`src/rtl/imm_extend_pipe_if.sv`:
```
// Handshake bundle for imm_extend_pipe: input channel (valid/ready/din/mode) and
// output channel (valid/ready/dout/dout_mode).
interface imm_extend_pipe_if #(
   parameter int unsigned INWIDTH  = 16,
   parameter int unsigned OUTWIDTH = 32
);
   logic                in_valid;
   logic                in_ready;
   logic [INWIDTH-1:0]  din;
   logic [1:0]          mode;
   logic                out_valid;
   logic                out_ready;
   logic [OUTWIDTH-1:0] dout;
   logic [1:0]          dout_mode;

   modport master (
      output in_valid, din, mode, out_ready,
      input  in_ready, out_valid, dout, dout_mode
   );

   modport slave (
      input  in_valid, din, mode, out_ready,
      output in_ready, out_valid, dout, dout_mode
   );
endinterface

```
`src/rtl/imm_extend_pipe.sv`:
```
// Pipelined immediate extender (sign/zero/upper/branch) with a 2-entry output buffer.
// Define IMM_EXTEND_CNT_EN to add the xfer_cnt output-transfer counter.
module imm_extend_pipe #(
   parameter int unsigned INWIDTH  = 16,
   parameter int unsigned OUTWIDTH = 32,
   parameter int unsigned BR_SHIFT = 2
) (
   input logic              clk,
   input logic              rst_n,
   imm_extend_pipe_if.slave bus
`ifdef IMM_EXTEND_CNT_EN
   ,
   output logic [15:0]      xfer_cnt
`endif
);

   typedef enum logic [1:0] {StEmpty, StOne, StFull} state_e;

   state_e              state_q, state_d;
   logic                in_xfer, out_xfer;
   logic                load_out, load_skid, move_skid;
   logic [OUTWIDTH-1:0] ext;
   logic [OUTWIDTH-1:0] dout_q, skid_q;
   logic [1:0]          dout_mode_q, skid_mode_q;

   function automatic logic [OUTWIDTH-1:0] extend(logic [INWIDTH-1:0] d, logic [1:0] m);
      logic [OUTWIDTH-1:0] sext, zext, res;
      sext = {OUTWIDTH{d[INWIDTH-1]}};
      sext[INWIDTH-1:0] = d;
      zext = '0;
      zext[INWIDTH-1:0] = d;
      unique case (m)
         2'b00:   res = sext;
         2'b01:   res = zext;
         2'b10:   res = zext << (OUTWIDTH - INWIDTH);
         2'b11:   res = sext << BR_SHIFT;
         default: res = '0;
      endcase
      return res;
   endfunction

   assign ext      = extend(bus.din, bus.mode);
   // Readiness comes straight from registered state, never from out_ready.
   assign in_xfer  = bus.in_valid && (state_q != StFull);
   assign out_xfer = (state_q != StEmpty) && bus.out_ready;

   always_ff @(posedge clk) begin
      if (!rst_n) begin
         state_q <= StEmpty;
      end else begin
         state_q <= state_d;
      end
   end

   always_comb begin
      state_d   = state_q;
      load_out  = 1'b0;
      load_skid = 1'b0;
      move_skid = 1'b0;
      unique case (state_q)
         StEmpty: begin
            if (in_xfer) begin
               load_out = 1'b1;
               state_d  = StOne;
            end
         end
         StOne: begin
            if (out_xfer && in_xfer) begin
               load_out = 1'b1;
            end else if (out_xfer) begin
               state_d = StEmpty;
            end else if (in_xfer) begin
               load_skid = 1'b1;
               state_d   = StFull;
            end
         end
         StFull: begin
            if (out_xfer) begin
               move_skid = 1'b1;
               state_d   = StOne;
            end
         end
         default: state_d = StEmpty;
      endcase
   end

   always_comb begin
      bus.in_ready  = (state_q != StFull);
      bus.out_valid = (state_q != StEmpty);
      bus.dout      = dout_q;
      bus.dout_mode = dout_mode_q;
   end

   always_ff @(posedge clk) begin
      if (!rst_n) begin
         dout_q      <= '0;
         dout_mode_q <= '0;
         skid_q      <= '0;
         skid_mode_q <= '0;
      end else begin
         if (load_out) begin
            dout_q      <= ext;
            dout_mode_q <= bus.mode;
         end else if (move_skid) begin
            dout_q      <= skid_q;
            dout_mode_q <= skid_mode_q;
         end
         if (load_skid) begin
            skid_q      <= ext;
            skid_mode_q <= bus.mode;
         end
      end
   end

`ifdef IMM_EXTEND_CNT_EN
   logic [15:0] cnt_q;

   always_ff @(posedge clk) begin
      if (!rst_n) begin
         cnt_q <= '0;
      end else if (out_xfer) begin
         cnt_q <= cnt_q + 16'd1;
      end
   end

   assign xfer_cnt = cnt_q;
`endif

   out_valid_needs_input: assert property (@(posedge clk) disable iff (!rst_n)
      $rose(state_q != StEmpty) |-> $past(in_xfer));

endmodule

```
`src/flat_wrapper.sv`:
```
// flat-port wrapper written by rule: the top's interface ports become plain ports
module imm_extend_pipe_flat 
#(
   parameter int unsigned INWIDTH  = 16,
   parameter int unsigned OUTWIDTH = 32,
   parameter int unsigned BR_SHIFT = 2
)
  (clk, rst_n, bus_in_valid, bus_din, bus_mode, bus_out_ready, bus_in_ready, bus_out_valid, bus_dout, bus_dout_mode);
  imm_extend_pipe_if #(.INWIDTH(INWIDTH), .OUTWIDTH(OUTWIDTH)) bus_i ();
  input logic clk;
  input logic rst_n;
  input wire logic [$bits(bus_i.in_valid)-1:0] bus_in_valid;
  input wire logic [$bits(bus_i.din)-1:0] bus_din;
  input wire logic [$bits(bus_i.mode)-1:0] bus_mode;
  input wire logic [$bits(bus_i.out_ready)-1:0] bus_out_ready;
  output wire logic [$bits(bus_i.in_ready)-1:0] bus_in_ready;
  output wire logic [$bits(bus_i.out_valid)-1:0] bus_out_valid;
  output wire logic [$bits(bus_i.dout)-1:0] bus_dout;
  output wire logic [$bits(bus_i.dout_mode)-1:0] bus_dout_mode;
  assign bus_i.in_valid = bus_in_valid;
  assign bus_i.din = bus_din;
  assign bus_i.mode = bus_mode;
  assign bus_i.out_ready = bus_out_ready;
  assign bus_in_ready = bus_i.in_ready;
  assign bus_out_valid = bus_i.out_valid;
  assign bus_dout = bus_i.dout;
  assign bus_dout_mode = bus_i.dout_mode;
  imm_extend_pipe #(.INWIDTH(INWIDTH), .OUTWIDTH(OUTWIDTH), .BR_SHIFT(BR_SHIFT)) u_core (.clk(clk), .rst_n(rst_n), .bus(bus_i));
endmodule
```
`config.mk`:
```
export PLATFORM = sky130hd
export DESIGN_NAME = imm_extend_pipe_flat
export DESIGN_NICKNAME = d
export VERILOG_FILES = /design/src/rtl/imm_extend_pipe_if.sv /design/src/rtl/imm_extend_pipe.sv /design/src/flat_wrapper.sv
export SDC_FILE = /design/constraint.sdc
export NUM_CORES = 1
export LEC_CHECK = 0
export ABC_CLOCK_PERIOD_IN_PS = 1600
export CORE_MARGIN = 5
export CORE_UTILIZATION = 45
export CTS_BUF_LIST = sky130_fd_sc_hd__clkbuf_4 sky130_fd_sc_hd__clkbuf_8
export DETAILED_ROUTE_END_ITERATION = 10
export GPL_TIMING_DRIVEN = 0
export PLACE_DENSITY = 0.7
export SLEW_MARGIN = 10
export SYNTH_ARGS = -nofsm -noshare
export SYNTH_HDL_FRONTEND = slang
export SYNTH_SLANG_ARGS = --single-unit
```
`constraint.sdc`:
```
create_clock -name clk -period 1.6 [get_ports clk]
set_input_delay 0.32 -clock clk [delete_from_list [all_inputs] [get_ports clk]]
set_output_delay 0.32 -clock clk [all_outputs]
set_load 0.02 [all_outputs]
```
==> Yosys cells after proc, flatten, opt, wreduce, memory -nomap -nowiden <==
Cells that the tools add are included.
{ "classes": {"n_eq_ne": 10, "muxes": 19, "reduce_logical": 8} }
{ "ops": {"columns": ["cell", "n"], "rows": [
  ["$pmux 32 s4", 1],
  ["$mux 32", 2],
  ["$mux 2", 7],
  ["$mux 1", 7],
  ["$eq 2x2->1 const B", 3],
  ["$pmux 2 s3", 1],
  ["$eq 2x1->1 const B", 2],
  ["$logic_not 2->1", 2],
  ["$ne 2x1->1 const B", 2],
  ["$ne 2x2->1 const B", 2],
  ["$reduce_and 4->1", 1],
  ["$reduce_bool 2->1", 2],
  ["$logic_and 1x1->1", 3],
  ["$ne 3x1->1 const B", 1],
  ["$pmux 1 s2", 1]
]} }
{ "word_totals": {"input_bits": 22, "out_inout_bits": 36, "regBits": 70, "wordCells": 42} }

==> Depth between registers and ports, before layout <==
Gate-level depths: netlist (run 1).
{ "depth": {"word_depth": 6, "mapped_depth": 6, "mapped_depth_nobuf": 3} }

==> Least setup slack after synthesis (run 1) <==
No wires, ideal clock.
{ "synth_timing": {"path_kind": "input-to-reg", "from": "input port bus_mode[0]", "to": "register u_core.dout_q[16] (netlist: u_core.bus.dout[16])", "path_stages": 4, "t_arrival_ns": 1.155, "setup_time_ns": 0.122, "path_buffers": 1, "slack_ns": 0.324, "required_ns": 1.478, "path_cell_list": "buf_6 mux2_4 and2_1 o311a_1"} }
{ "synth_between": {"elab_chain_len": 3} }
{ "synth_lines": {"columns": ["element", "line_no", "text"], "rows": [
  ["start, declared", "flat_wrapper.sv:14", "input wire logic [$bits(bus_i.mode)-1:0] bus_mode;"],
  ["$eq 2x2->1 (tied with other cells)", "imm_extend_pipe.sv:32", "unique case (m)"],
  ["$pmux 32 s4 (*)", "imm_extend_pipe.sv:32", null],
  ["$mux 32 (*)", "imm_extend_pipe.sv:101", "if (load_out) begin"],
  ["end signal, assigned", "imm_extend_pipe.sv:102", "dout_q <= ext;"],
  ["end signal, assigned", "imm_extend_pipe.sv:105", "dout_q <= skid_q;"],
  ["end, declared", "imm_extend_pipe.sv:23", "logic [OUTWIDTH-1:0] dout_q, skid_q;"]
]} }
Mark *: on every way between the ends. The rest lies on a longest branch, timed or not.
A chain may end at the register's enable or synchronous reset.

==> Worst setup path in the final report (run 1) <==
{ "layout_timing": {"from": "register u_core.state_q[0]", "to": "output port bus_out_valid"} }
{ "layout_between": {"elab_chain_len": 1} }
{ "layout_lines": {"columns": ["element", "line_no", "text"], "rows": [
  ["start, declared", "imm_extend_pipe.sv:19", "state_e state_q, state_d;"],
  ["start signal, assigned", "imm_extend_pipe.sv:49", "state_q <= StEmpty;"],
  ["start signal, assigned", "imm_extend_pipe.sv:51", "state_q <= state_d;"],
  ["$reduce_bool 2->1", "imm_extend_pipe.sv:89", "bus.out_valid = (state_q != StEmpty);"],
  ["end, declared", "flat_wrapper.sv:17", "output wire logic [$bits(bus_i.out_valid)-1:0] bus_out_valid;"]
]} }
No other way between the ends.

==> flow_metrics.env, run 1 <==
export IMPL_run_status="completed"
export IMPL_grt_pass1_wl_um=14010
export IMPL_fmax_mhz=643.5
export IMPL_synthCells=366
export IMPL_crit_type="register to output port"
export IMPL_rsz0062_at_grt="false"
export IMPL_cp_startpoint="u_core.state_q[0]"
export IMPL_via_per_inst=5.299
export IMPL_p_sw_mw=1.102
export IMPL_io_buffers=55
export IMPL_cp_end_kind="output port"
export IMPL_yosysTopAreaCellShare_pct=41.36
export IMPL_overflow=0
export IMPL_synth_edf_count=0
export IMPL_synth_area_leaders="dfxtp_1, o221ai_2, a21oi_1"
export IMPL_cts_sinks=70
export IMPL_synthArstFlopShare_pct=0
export IMPL_max_vdd_ir_drop_mv=0.4549
export IMPL_internal_power_mw=2.777
export IMPL_power_density_nw_per_um2=906.2
export IMPL_synth_top_flop_cell="dfxtp_1"
export IMPL_whs_ns=0.3237
export IMPL_routabilityCongestion=0.8321
export IMPL_cts_root_buffer="clkbuf_8"
export IMPL_rrSetupSlack_ns=0.14
export IMPL_cpMostUsedCell="buf_6"
export IMPL_syn_area_per_cell_um2=9.258
export IMPL_drc=0
export IMPL_drt_initial_drc_count=161
export IMPL_grt_max_degree=12
export IMPL_utilization_pct=58.70
export IMPL_grt_pass1_vias=2803
export IMPL_postRouteAntennaNets=0
export IMPL_netSwitchingFraction_pct=28.40
export IMPL_ys_ff_latch=70
export IMPL_yosysMostFrequentCell="dfxtp_1"
export IMPL_yosysTopAreaCell="dfxtp_1"
export IMPL_boundaryPins=58
export IMPL_firstDrtPassIters=4
export IMPL_finalSetupViolations=0
export IMPL_post_dp_hpwl_um=6284
export IMPL_crit_arrival_ns=1.23
export IMPL_post_route_min_period_ns=1.554
export IMPL_skew_ns=0.008112
export IMPL_p_comb_share_pct=18.5
export IMPL_syn_area_um2=3388
export IMPL_use_met2_pct=29.25
export IMPL_rr_startpoint="u_core.state_q[1]"
export IMPL_yosysWarnings=0
export IMPL_slew_violations=0
export IMPL_grt_busiest_layer="met2"
export IMPL_crit_path_max_incr_delay_ns=0.34
export IMPL_critPathRequiredTime_ns=1.28
export IMPL_finalPower_mw=3.879
export IMPL_cts_hold_buf=0
export IMPL_htree_levels=3
export IMPL_crit_path_end="bus_out_valid"
export IMPL_fin_tns_setup_ns=0
export IMPL_syn2layout_area_growth_pct=26.33
export IMPL_dieArea_um2=9364
export IMPL_wl_per_cell_um=15.63
export IMPL_clkPwrFrac_pct=33.1
export IMPL_num_rows=31
export IMPL_ys_types=40
export IMPL_min_path_type="input pin to register"
export IMPL_start_util_pct=46.47
export IMPL_fin_crit_sh_pct=97.12
export IMPL_pre_cts_slack_ns=-0.3788
export IMPL_clock_latency_ns=0.35
export IMPL_max_cap_violations=0
export IMPL_use_met1_pct=22.80
export IMPL_p_seq_share_pct=48.4
export IMPL_antenna_found_initial=0
export IMPL_drive_gt1_share_pct=23.70
export IMPL_cts_tree="built"
export IMPL_syn_nets=388
export IMPL_reg2reg_depth=7
export IMPL_dr_total_vias=2872
export IMPL_track_usage_pct=18.21
export IMPL_worst_slack_ns=0.04605
export IMPL_die_y_um=96.77
export IMPL_ys_top_cells_by_count="dfxtp_1, a21oi_1, nand2_1"
export IMPL_insertedDiodeCount=0
export IMPL_p_leak_nw=1.698
export IMPL_nFillCells=692
export IMPL_relSlewSlack_pct=59.07
export IMPL_rr_endpoint="u_core.bus.dout[20]"
export IMPL_die_x_um=96.77
export IMPL_cp_max_fo=10
export IMPL_routed_wl_um=8471
export IMPL_use_met3_pct=5.108
export IMPL_cts_made_buffers=9
export IMPL_worstPathCellList="buf_6, or2_2, buf_6"
export IMPL_final_net_count=461
export IMPL_worstMarginPinSlew_ns=0.6139
export IMPL_crit_path_start_kind="register"
export IMPL_slowest_stage="dfxtp_2"
export IMPL_core_um2=7292
export IMPL_cts_max_path_buffers=2
export IMPL_hold_viol=0
export IMPL_clk_pin_slew_ns=0.07
export IMPL_yosysSeqAreaShare_pct=41.36
-- power groups by stage --
| stage | sequential, mW | combinational [mW] | clock [mW] |
|---|---|---|---|
| floorplan | 1.98 | 0.398 | 0 |
| global placement | 1.92 | 0.722 | 0 |
| finish | 1.88 | 0.716 | 1.28 |
| CTS | 1.88 | 0.701 | 1.31 |
| detailed placement | 1.92 | 0.730 | 0 |
| global route | 1.89 | 0.777 | 1.39 |
-- placed cells by master (no fill, tap or decap), types with 2 or more instances in the layout --
master,Yosys,layout
and4b_1,2,2
a21oi_2,0,4
a32oi_1,4,4
a211oi_1,15,15
o221ai_1,7,7
inv_1,29,29
buf_6,5,8
nand2b_1,4,4
o211ai_1,5,5
a21oi_1,55,51
nand2_1,42,42
clkinv_2,0,3
nor2b_1,16,16
clkbuf_1,5,2
dlygate4sd2_1,0,33
dfxtp_1,70,68
dfxtp_2,0,2
clkbuf_2,0,2
mux2_2,14,14
o21ai_0,15,15
buf_4,8,13
clkbuf_8,0,11
nor2_1,14,14
clkdlybuf4s50_1,0,18
buf_8,2,2
dlymetal6s2s_1,0,2
o221ai_2,21,21
buf_2,13,14
-- state kept, by name, summed over array words and instances (netlist names) --
signal	cells
u_core.skid_q	32
u_core.state_q	2
u_core.skid_mode_q	2
u_core.bus.dout_mode	2
u_core.bus.dout	32
-- worst min-delay path by stage --
stage                      start                    end  slack, ns  cells past startpoint
6_report             bus_mode[0]  u_core.skid_mode_q[0]       0.32                      3
3_5_place_dp   u_core.skid_q[22]    u_core.bus.dout[22]       0.45                      2
3_3_place_gp   u_core.skid_q[24]    u_core.bus.dout[24]       0.44                      2
5_1_grt              bus_mode[0]  u_core.skid_mode_q[0]       0.35                      3
4_1_cts              bus_mode[0]  u_core.skid_mode_q[0]       0.32                      3
2_1_floorplan  u_core.skid_q[24]    u_core.bus.dout[24]       0.43                      2
-- worst max-delay path: cells and delay by family (launching register included) --
| kind | cells | cell delay [ns] |
|---|---|---|
| buf+inv | 2 | 0.26 |
| flops | 1 | 0.34 |
| simple gates | 1 | 0.28 |
-- kinds of logic after synthesis --
logic type,after synthesis,synth area share (%)
compound gates,127,28.55
buf+inv,62,10.01
flops,70,41.36
mux,15,5.096
simple gates,92,14.99
-- repair_timing --
| action | in CTS | in global routing |
|---|---|---|
| endpoints found under the setup margin | 39 | 20 |
| gates resized for setup | 42 | 18 |
| pin swaps | 1 | 0 |
| setup buffers | 2 | 5 |
-- area by class of cell --
| type | instances | area (um2) | share of cell area [%] |
|---|---|---|---|
| Buffer | 33 | 244.0 | 5.700 |
| Clock buffer | 11 | 151.4 | 3.537 |
| Clock inverter | 4 | 22.52 | 0.5262 |
| Inverter | 29 | 108.9 | 2.543 |
| Multi-Input combinational cell | 234 | 1663 | 38.85 |
| Sequential cell | 70 | 1404 | 32.80 |
| Tap cell | 99 | 123.9 | 2.894 |
| Timing Repair Buffer | 62 | 563.0 | 13.15 |
-- metrics by stage --
step | area, um2 | cells
after floorplan | 3388 | 366
after global routing | 4280 | 542
after detailed placement | 4063 | 520
after CTS | 4202 | 537
final | 4280 | 542
after global placement | 4063 | 520
-- metal layers --
layer	vias to the layer above	wire [um]
li1	1446	-
met5	-	0
met2	74	4058
met3	12	443
met4	0	131
met1	1340	3837
Power figures use the tool's default switching activity.
==> inputs of run 2 (changes only) <==
--- a/config.mk
+++ b/config.mk
@@ -5,12 +5,15 @@
 export SDC_FILE = /design/constraint.sdc
 export NUM_CORES = 1
 export LEC_CHECK = 0
+export ABC_AREA = 1
 export ABC_CLOCK_PERIOD_IN_PS = 1600
 export CORE_MARGIN = 5
 export CORE_UTILIZATION = 45
 export CTS_BUF_LIST = sky130_fd_sc_hd__clkbuf_4 sky130_fd_sc_hd__clkbuf_8
+export CTS_CLUSTER_SIZE = 12
 export DETAILED_ROUTE_END_ITERATION = 10
 export GPL_TIMING_DRIVEN = 0
+export MAX_ROUTING_LAYER = met4
 export PLACE_DENSITY = 0.7
 export SLEW_MARGIN = 10
 export SYNTH_ARGS = -nofsm -noshare
==> run 2 against run 1 <==
Maximum frequency is 4.1% higher. Clock-buffer cell count is 2 higher. First-iteration DRC count is 65% higher. Clock power is 4% higher. Die area is 0.46% lower. Hold slack worse by 0.023 ns. Clock skew is 0.0013 ns lower. Sequential cell count stayed put. Total power is 0.57% lower. Routed wire length is 15% higher. Core utilization is 1.1 points lower.
==> flow_metrics.env, run 2 <==
export IMPL_overflow=0
export IMPL_worstPathCellList="clkdlybuf4s50_1, nand2_1, o21ai_0, nand2_1, nand3_1, nand2_1, inv_1"
export IMPL_relSlewSlack_pct=65.62
export IMPL_nFillCells=749
export IMPL_grt_pass1_wl_um=15990
export IMPL_drc=0
export IMPL_final_net_count=615
export IMPL_synth_edf_count=0
export IMPL_ys_top_cells_by_count="nand2_1, nor2_1, nand3_1"
export IMPL_wl_per_cell_um=14.02
export IMPL_hold_start="rst_n"
export IMPL_cts_made_buffers=9
export IMPL_post_dp_hpwl_um=7241
export IMPL_die_y_um=96.55
export IMPL_clk_pin_slew_ns=0.07
export IMPL_syn_area_per_cell_um2=6.433
export IMPL_synth_area_leaders="dfxtp_1, nand2_1, nand3_1"
export IMPL_dr_total_vias=3522
export IMPL_synthCells=524
export IMPL_p_leak_nw=2.291
export IMPL_slew_violations=0
export IMPL_worst_slack_ns=0.1077
export IMPL_whs_ns=0.3011
export IMPL_fmax_mhz=670.1
export IMPL_worstMarginPinSlew_ns=0.5156
export IMPL_final_common_cell="nand2_1"
export IMPL_run_status="completed"
export IMPL_ys_ff_latch=70
export IMPL_fin_crit_sh_pct=93.27
export IMPL_pre_cts_slack_ns=-0.3158
export IMPL_syn_area_um2=3371
export IMPL_synth_top_flop_cell="dfxtp_1"
export IMPL_cts_max_path_buffers=2
export IMPL_syn_nets=546
export IMPL_hold_path_depth=3
export IMPL_yosysTopAreaCellShare_pct=41.57
export IMPL_hold_viol=0
export IMPL_cp_max_fo=6
export IMPL_track_usage_pct=23.10
export IMPL_ys_types=18
export IMPL_insertedDiodeCount=0
export IMPL_reg2reg_depth=7
export IMPL_crit_type="input pin to register"
export IMPL_fin_tns_setup_ns=0
export IMPL_rr_startpoint="u_core.state_q[0]"
export IMPL_crit_path_max_incr_delay_ns=0.55
export IMPL_cts_hold_buf=0
export IMPL_drive_gt1_share_pct=9.396
export IMPL_grt_pass1_vias=3241
export IMPL_yosysMostFrequentCell="nand2_1"
export IMPL_max_vdd_ir_drop_mv=0.4749
export IMPL_post_route_min_period_ns=1.492
export IMPL_num_rows=31
export IMPL_seq_area_um2=1403
export IMPL_cts_tree="built"
export IMPL_cts_sinks=70
export IMPL_synthArstFlopShare_pct=0
export IMPL_finalSetupViolations=0
export IMPL_start_util_pct=46.23
export IMPL_multiInputGateArea_um2=1593
export IMPL_cts_root_buffer="clkbuf_8"
export IMPL_routabilityCongestion=0.9777
export IMPL_io_buffers=55
export IMPL_cp_end_kind="register"
export IMPL_cp_startpoint="bus_mode[0]"
export IMPL_grt_max_degree=11
export IMPL_yosysWarnings=0
export IMPL_final_cell_count_no_fill=695
export IMPL_crit_path_start_kind="input pin"
export IMPL_critPathRequiredTime_ns=1.90
export IMPL_mostFrequentLayoutCells="nand2_1, nor2_1, nand3_1, dfxtp_1, o21ai_0"
export IMPL_dp_cells=678
export IMPL_postRouteAntennaNets=0
export IMPL_cpMostUsedCell="nand2_1"
export IMPL_slowest_stage="clkdlybuf4s50_1"
export IMPL_antenna_found_initial=0
export IMPL_firstDrtPassIters=5
export IMPL_yosysTopAreaCell="dfxtp_1"
export IMPL_max_cap_violations=0
export IMPL_syn2layout_area_growth_pct=24.68
export IMPL_htree_levels=3
export IMPL_dieArea_um2=9321
export IMPL_via_per_inst=5.068
export IMPL_routed_wl_um=9741
export IMPL_power_density_nw_per_um2=917.7
export IMPL_skew_ns=0.006774
export IMPL_die_x_um=96.55
export IMPL_crit_arrival_ns=1.79
export IMPL_finalPower_mw=3.857
export IMPL_clock_latency_ns=0.35
export IMPL_min_path_type="input pin to register"
export IMPL_drt_initial_drc_count=266
export IMPL_boundaryPins=58
export IMPL_yosysSeqAreaShare_pct=41.57
export IMPL_core_um2=7292
-- run 2: critical path: cells and delay by family --
kind	cells	cell delay, ns
AOI/OAI and AO/OA	1	0.43
and+or+nand+nor	4	0.44
buffers and inverters	2	0.61
-- run 2: stage by stage --
step / area [um2] / utilization, %
2_1_floorplan: 3371 / -
4_1_cts: 4178 / 57.29
3_3_place_gp: 4045 / 55.47
6_report: 4203 / 57.64
5_1_grt: 4203 / 57.64
3_5_place_dp: 4045 / 55.47
-- run 2: timing repair --
action	4_1_cts	5_1_grt
pin swaps	0	1
hold endpoints to repair	0	0
setup buffers	0	3
resized for setup	36	5
setup endpoints to repair	36	21
-- run 2: kinds of logic (layout without fill, tap and decap cells) --
kind of cell,after synthesis,count (layout),synth area share [%]
DFF,70,70,41.57
buffers and inverters,84,156,11.25
and+or+nand+nor,316,316,39.16
AOI/OAI and AO/OA,54,54,8.018
-- run 2: cell type report --
cell class / instances / share of cell area [%]
plain buffers: 34 / 4.614
clock buffers: 13 / 4.108
clock inverters: 1 / 0.1191
inverters: 50 / 4.466
multi-input cells: 370 / 37.90
flip-flops and latches: 70 / 33.37
well taps: 99 / 2.947
repair buffers: 58 / 12.47
-- run 2: report_power, final --
group	leakage (nW)	switching [mW]	internal, mW	total [mW]
clock	0.0948	0.637	0.688	1.33
sequential	0.571	0.0416	1.83	1.87
combinational	1.63	0.419	0.241	0.661
total	2.29	1.10	2.76	3.86
-- run 2: layer usage --
layer | up-vias | part of all wire [%] | global-route usage, %
met5 | - | 0 | -
met4 | 0 | 1.5 | 7.360
met3 | 12 | 6.5 | 4.338
met2 | 110 | 46 | 35.98
met1 | 1624 | 46 | 30.42
li1 | 1776 | - | -
-- run 2: path summary, 6_finish.rpt --
path	to	slack, ns
min reg2reg	u_core.state_q[1]	0.44
max	u_core.bus.dout[12]	0.11
min	u_core.state_q[1]	0.30
max reg2reg	u_core.bus.dout[15]	0.26
